**config.mk**
```make
export PLATFORM = sky130hd
export DESIGN_NAME = uart_step_ctrl
export DESIGN_NICKNAME = d
export VERILOG_FILES = /design/src/rtl/uart_step_ctrl.sv
export SDC_FILE = /design/constraint.sdc
export NUM_CORES = 1
export LEC_CHECK = 0
export CAP_MARGIN = 20
export CORE_MARGIN = 4
export CORE_UTILIZATION = 36
export CTS_CLUSTER_SIZE = 20
export DETAILED_ROUTE_END_ITERATION = 10
export PLACE_DENSITY = 0.55
export SLEW_MARGIN = 20
export SYNTH_ARGS = -nofsm -noshare
export SYNTH_HDL_FRONTEND = slang
export SYNTH_SLANG_ARGS = --single-unit
```
**constraint.sdc**
```tcl
create_clock -name CLK -period 2.7 [get_ports CLK]
set_clock_uncertainty 0.15 [all_clocks]
set_input_delay 0.405 -clock CLK [delete_from_list [all_inputs] [get_ports CLK]]
set_output_delay 0.405 -clock CLK [all_outputs]
set_load 0.005 [all_outputs]
```
**src/rtl/uart_step_ctrl.sv**
```systemverilog
// uart_step_ctrl: debug sequencer for the core step clock and the UART TX path.
//
// Takes single-byte commands from the UART receiver:
//   's' 0x73  one step, then dump the probe
//   'd' 0x64  dump the probe only
//   'n' 0x6E  next byte is a step count N; N steps, then dump (N=0: dump only)
//   'r' 0x72  free-run, one step every 2^RUN_SHIFT CLK cycles
//   'h' 0x68  leave free-run (no-op when idle)
// A dump sends the 16-bit probe as two bytes, low byte first.
//
// Ports:
//   CLK        system clock
//   RST        asynchronous, active-high reset
//   RXbuffer   received byte, valid while RXready=1
//   RXready    one-cycle pulse, new byte available
//   TXbusy     UART transmitter busy
//   probe      value returned on a dump (must be 16 bits wide)
//   TXbuffer   byte to transmit; holds its value between transmissions
//   TXstart    one-cycle transmit request
//   stepClock  core clock; idles high, low for exactly one CLK cycle per step
//   halted     1 in every state except RUN
//
// All outputs are registered.
//
// state        | meaning
// -------------+----------------------------------------------------------
// IDLE         | waiting for a command byte
// GET_N        | waiting for the step count byte (any value accepted)
// STEP_LO      | stepClock low for one cycle, step counter decrements
// STEP_HI      | stepClock high settle cycle; more steps or go sample
// SAMPLE       | probe captured on entry; low byte may be requested here
// TX_LO        | low byte request pulse / waiting for TXbusy=0
// TX_LO_GUARD  | one cycle with TXbusy ignored (UART busy-assert latency)
// TX_HI        | high byte request pulse / waiting for TXbusy=0
// TX_HI_GUARD  | one cycle with TXbusy ignored, then back to IDLE
// RUN          | free-running steps from the run divider

module uart_step_ctrl #(
  parameter int unsigned RUN_SHIFT = 4,
  parameter int unsigned PROBE_W   = 16
) (
  input  logic               CLK,
  input  logic               RST,
  input  logic [7:0]         RXbuffer,
  input  logic               RXready,
  input  logic               TXbusy,
  input  logic [PROBE_W-1:0] probe,
  output logic [7:0]         TXbuffer,
  output logic               TXstart,
  output logic               stepClock,
  output logic               halted
);

  localparam logic [7:0] CMD_STEP  = 8'h73;
  localparam logic [7:0] CMD_DUMP  = 8'h64;
  localparam logic [7:0] CMD_COUNT = 8'h6E;
  localparam logic [7:0] CMD_RUN   = 8'h72;
  localparam logic [7:0] CMD_HALT  = 8'h68;

  // A zero-width divider is not legal, so RUN_SHIFT=0 keeps one bit that
  // never leaves zero: a step is then due on every cycle.
  localparam int unsigned      DIV_W   = (RUN_SHIFT == 0) ? 1 : RUN_SHIFT;
  localparam logic [DIV_W-1:0] DIV_MAX = DIV_W'((1 << RUN_SHIFT) - 1);

  typedef enum logic [3:0] {
    IDLE,
    GET_N,
    STEP_LO,
    STEP_HI,
    SAMPLE,
    TX_LO,
    TX_LO_GUARD,
    TX_HI,
    TX_HI_GUARD,
    RUN
  } state_e;

  state_e             state_q, state_d;
  logic [7:0]         cnt_q, cnt_d;
  logic [DIV_W-1:0]   div_q, div_d;
  logic [PROBE_W-1:0] lat_q, lat_d;
  logic [7:0]         txbuf_q, txbuf_d;
  logic               txstart_q, txstart_d;
  logic               step_clk_q, step_clk_d;
  logic               halted_q, halted_d;

  always_comb begin
    state_d    = state_q;
    cnt_d      = cnt_q;
    div_d      = div_q;
    lat_d      = lat_q;
    txbuf_d    = txbuf_q;
    txstart_d  = 1'b0;
    step_clk_d = 1'b1;

    case (state_q)
      IDLE: begin
        if (RXready) begin
          case (RXbuffer)
            CMD_STEP: begin
              cnt_d   = 8'd1;
              state_d = STEP_LO;
            end
            CMD_DUMP:  state_d = SAMPLE;
            CMD_COUNT: state_d = GET_N;
            CMD_RUN: begin
              div_d   = '0;
              state_d = RUN;
            end
            default: ;
          endcase
        end
      end

      GET_N: begin
        if (RXready) begin
          cnt_d   = RXbuffer;
          state_d = (RXbuffer == 8'd0) ? SAMPLE : STEP_LO;
        end
      end

      STEP_LO: begin
        cnt_d   = cnt_q - 8'd1;
        state_d = STEP_HI;
      end

      STEP_HI: state_d = (cnt_q != 8'd0) ? STEP_LO : SAMPLE;

      // The low byte request is decided here so it is on the wire during the
      // first TX_LO cycle when the UART is already free.
      SAMPLE: begin
        state_d = TX_LO;
        if (!TXbusy) begin
          txstart_d = 1'b1;
          txbuf_d   = lat_q[7:0];
        end
      end

      // txstart_q set means the request went out this cycle; otherwise keep
      // waiting and raise it the cycle after TXbusy is seen low.
      TX_LO: begin
        if (txstart_q) begin
          state_d = TX_LO_GUARD;
        end else if (!TXbusy) begin
          txstart_d = 1'b1;
          txbuf_d   = lat_q[7:0];
        end
      end

      TX_LO_GUARD: state_d = TX_HI;

      TX_HI: begin
        if (txstart_q) begin
          state_d = TX_HI_GUARD;
        end else if (!TXbusy) begin
          txstart_d = 1'b1;
          txbuf_d   = lat_q[15:8];
        end
      end

      TX_HI_GUARD: state_d = IDLE;

      // A low phase is only ever one cycle, so halting always leaves with
      // stepClock high and never cuts a pulse short. A step that is due in
      // the same cycle as the halt is not issued.
      RUN: begin
        if (RXready && (RXbuffer == CMD_HALT)) begin
          state_d = IDLE;
        end else if (div_q == DIV_MAX) begin
          div_d      = '0;
          // With RUN_SHIFT=0 a step is due every cycle; skipping the cycle
          // after a low phase gives alternating low/high.
          step_clk_d = ~step_clk_q;
        end else begin
          div_d = div_q + DIV_W'(1);
        end
      end

      default: state_d = IDLE;
    endcase

    if (state_d == STEP_LO) begin
      step_clk_d = 1'b0;
    end

    // SAMPLE is always left after one cycle, so this fires once per dump,
    // one full cycle after the last rising edge of stepClock.
    if (state_d == SAMPLE) begin
      lat_d = probe;
    end

    halted_d = (state_d != RUN);
  end

  always_ff @(posedge CLK or posedge RST) begin
    if (RST) begin
      state_q    <= IDLE;
      cnt_q      <= 8'd0;
      div_q      <= '0;
      lat_q      <= '0;
      txbuf_q    <= 8'h00;
      txstart_q  <= 1'b0;
      step_clk_q <= 1'b1;
      halted_q   <= 1'b1;
    end else begin
      state_q    <= state_d;
      cnt_q      <= cnt_d;
      div_q      <= div_d;
      lat_q      <= lat_d;
      txbuf_q    <= txbuf_d;
      txstart_q  <= txstart_d;
      step_clk_q <= step_clk_d;
      halted_q   <= halted_d;
    end
  end

  assign TXbuffer  = txbuf_q;
  assign TXstart   = txstart_q;
  assign stepClock = step_clk_q;
  assign halted    = halted_q;

endmodule

```
==> results.json <==
{
  "syn_nets": 241,
  "place_hpwl_mm": 3.578,
  "switching_power_uw": 1028,
  "arrival_ns": 2.59,
  "cts-buffers-inserted": 5,
  "leakagePower_uw": 0.001316,
  "gp_congestion": 0.7958,
  "synth_seq_cells": 43,
  "n_antenna_cell": 0,
  "drive_gt1_frac": 0.1932,
  "seq_area_frac_synth": 0.4726,
  "setup_viol": 0,
  "portBuffers": 38,
  "post-route-period-util": 0.9476,
  "ff_latch_area_um2": 1079,
  "syn_area_um2": 2282,
  "power_frac_clock": 0.176,
  "nets": 293,
  "overflow": 0,
  "start_kind": "register",
  "cts.sinks": 43,
  "synth_warnings": 0,
  "cp.required_ns": 2.74,
  "postCtsHoldBufs": 0,
  "htreeDepth": 2,
  "clkTransAtPathRegs_ns": 0.08,
  "crit_path_end_kind": "register",
  "multi_input_area_um2": 1072,
  "grt_max_degree": 44,
  "final_cell_mix": "41 x dfrtp_1, 38 x clkdlybuf4s50_1, 27 x o21ai_0",
  "antenna_left": 0,
  "critPathMaxFanout": 16,
  "synth-edff-count": 0,
  "internal_power_uw": 1963,
  "hold_slack_ns": 0.3352,
  "finalHoldViolations": 0,
  "area_delta_synth_final_pct": 28.84,
  "rows": 28,
  "maxCapViolCount": 0,
  "grt_pass1_vias": 1780,
  "num_vias": 1766,
  "slew_headroom": 0.5953,
  "syn_inst": 211,
  "period_minus_slack_ns": 2.558,
  "grt_first_pass_wirelength_mm": 8.562,
  "final_util": 0.4880,
  "firstDrtPassIters": 4,
  "post_synth_num_cell_types": 54,
  "ys_async_sr_fraction": 1.000,
  "rsz0062_at_grt": "no",
  "filler_cell_count": 589,
  "synthFlopType": "dfrtp_1",
  "p_per_area_nw_per_um2": 1017,
  "synth.avg_cell_area_um2": 10.82,
  "crit_type": "register to register",
  "p_comb_frac": 0.442,
  "antenna_found_initial": 0,
  "max_freq_ghz": 0.3909,
  "worstMarginPinSlew_ns": 0.6053,
  "setup-tns-final_ns": 0,
  "grt_use_total": 0.1418,
  "die_area_um2": 7677,
  "io_pins": 39,
  "peakVddDrop_mv": 0.3694,
  "switching_share": 0.3437,
  "cts_tree": "built",
  "hp-class": "register to register",
  "fp.dieH_um": 87.62,
  "final_common_cell": "dfrtp_1",
  "clkLatencyLatePin_ns": 0.29,
  "initial_utilization": 0.3787,
  "post-cts-setup-buffers": 0,
  "cts_buffer_depth": 2,
  "cts_resized": 0,
  "pwr-share-seq": 0.382,
  "finalMaxSlewViolations": 0,
  "core_um2": 6026,
  "cts_root_buffer": "clkbuf_8",
  "wl_per_cell_um": 14.68,
  "wl_mm": 4.975,
  "die_w_um": 87.62,
  "drc": 0,
  "first_iter_violations": 116,
  "avgViaCountPerCell": 5.209,
  "status": "completed"
}
cell families (layout without fill, tap and decap cells):
family	after synthesis	after routing	synth area share
buffers and inverters	22	75	0.05756
and+or+nand+nor	63	63	0.1645
adders and majority gates	2	2	0.01096
DFF	43	43	0.4726
muxes	24	24	0.1305
AOI/OAI and AO/OA	57	57	0.1639
power by group through the flow:
stage	Clock, uW	Combinational [uW]	Sequential [uW]
floorplan	0	1010	1060
global placement	0	1330	1150
detailed placement	0	1340	1150
CTS	541	1350	1140
global route	567	1490	1180
finish	525	1320	1140
cells in the mapped netlist (2+ instances only):
cell | n | share of area
nor2b_1 | 2 | 0.0055
a21oi_1 | 7 | 0.015
nor2_1 | 16 | 0.026
ha_1 | 2 | 0.011
o21ai_0 | 27 | 0.059
nor3_1 | 4 | 0.0088
dfrtp_1 | 41 | 0.45
nand3_1 | 2 | 0.0044
clkbuf_1 | 4 | 0.0066
mux2_4 | 10 | 0.066
o211ai_1 | 2 | 0.0066
buf_6 | 2 | 0.0099
nor4_1 | 2 | 0.0055
a22o_1 | 2 | 0.0077
and4_1 | 2 | 0.0077
dfstp_2 | 2 | 0.023
nand2_1 | 16 | 0.026
and3b_1 | 2 | 0.0077
inv_1 | 11 | 0.018
a32oi_1 | 5 | 0.019
nand4_1 | 2 | 0.0055
mux2i_1 | 8 | 0.035
buf_4 | 2 | 0.0066
nand2b_1 | 3 | 0.0082
mux2_2 | 6 | 0.030
stage by stage:
stage	setup slack, ns	cell area [um^2]	cells	power [uW]
global placement	0.03366	2823	331	2481
CTS	0.1360	2940	339	3031
detailed placement	0.04019	2823	331	2491
finish	0.1416	2940	339	2991
floorplan	0.2853	2282	211	2064
global route	0.02959	2940	339	3237
path summary, 6_finish.rpt:
check / from / endpoint / slack, ns / depth (start not counted)
worst max-delay path: cnt_q[0] / lat_q[1] / 0.14 / 8
worst min-delay path: div_q[3] / div_q[3] / 0.34 / 1
worst max register to register: cnt_q[0] / lat_q[1] / 0.14 / 8
worst min register to register: div_q[3] / div_q[3] / 0.34 / 1
max in group asynchronous: RST / halted / 1.63 / 3
min in group asynchronous: RST / TXbuffer[5] / 0.39 / 3
per-layer routing:
metal | track usage | vias to the layer above | wire length, um
met5 | 0 | - | 0
met1 | 0.2002 | 853 | 2474
met2 | 0.2151 | 36 | 2181
met3 | 0.03387 | 8 | 242
met4 | 0.04463 | 0 | 76
li1 | - | 869 | -
area by class of cell:
cell class | count | area share
Clock buffer | 6 | 0.02809
Clock inverter | 2 | 0.01191
Inverter | 12 | 0.01532
Multi-Input combinational cell | 146 | 0.3647
Sequential cell | 43 | 0.3668
Tap cell | 75 | 0.03191
Timing Repair Buffer | 55 | 0.1813
flip-flops by register name, indices dropped and copies added, names as in the netlist:
register / cells
halted: 1
cnt_q: 8
div_q: 4
stepClock: 1
lat_q: 16
TXstart: 1
TXbuffer: 8
state_q: 4
critical path: stages (launching register included):
cell	delay, ns
dfrtp_1	0.41
inv_1	0.07
ha_1	0.17
or4b_4	0.49
nor2b_2	0.18
o32a_1	0.21
and4_1	0.26
buf_12	0.18
mux2_2	0.34
(Power assumes the default switching activity.)
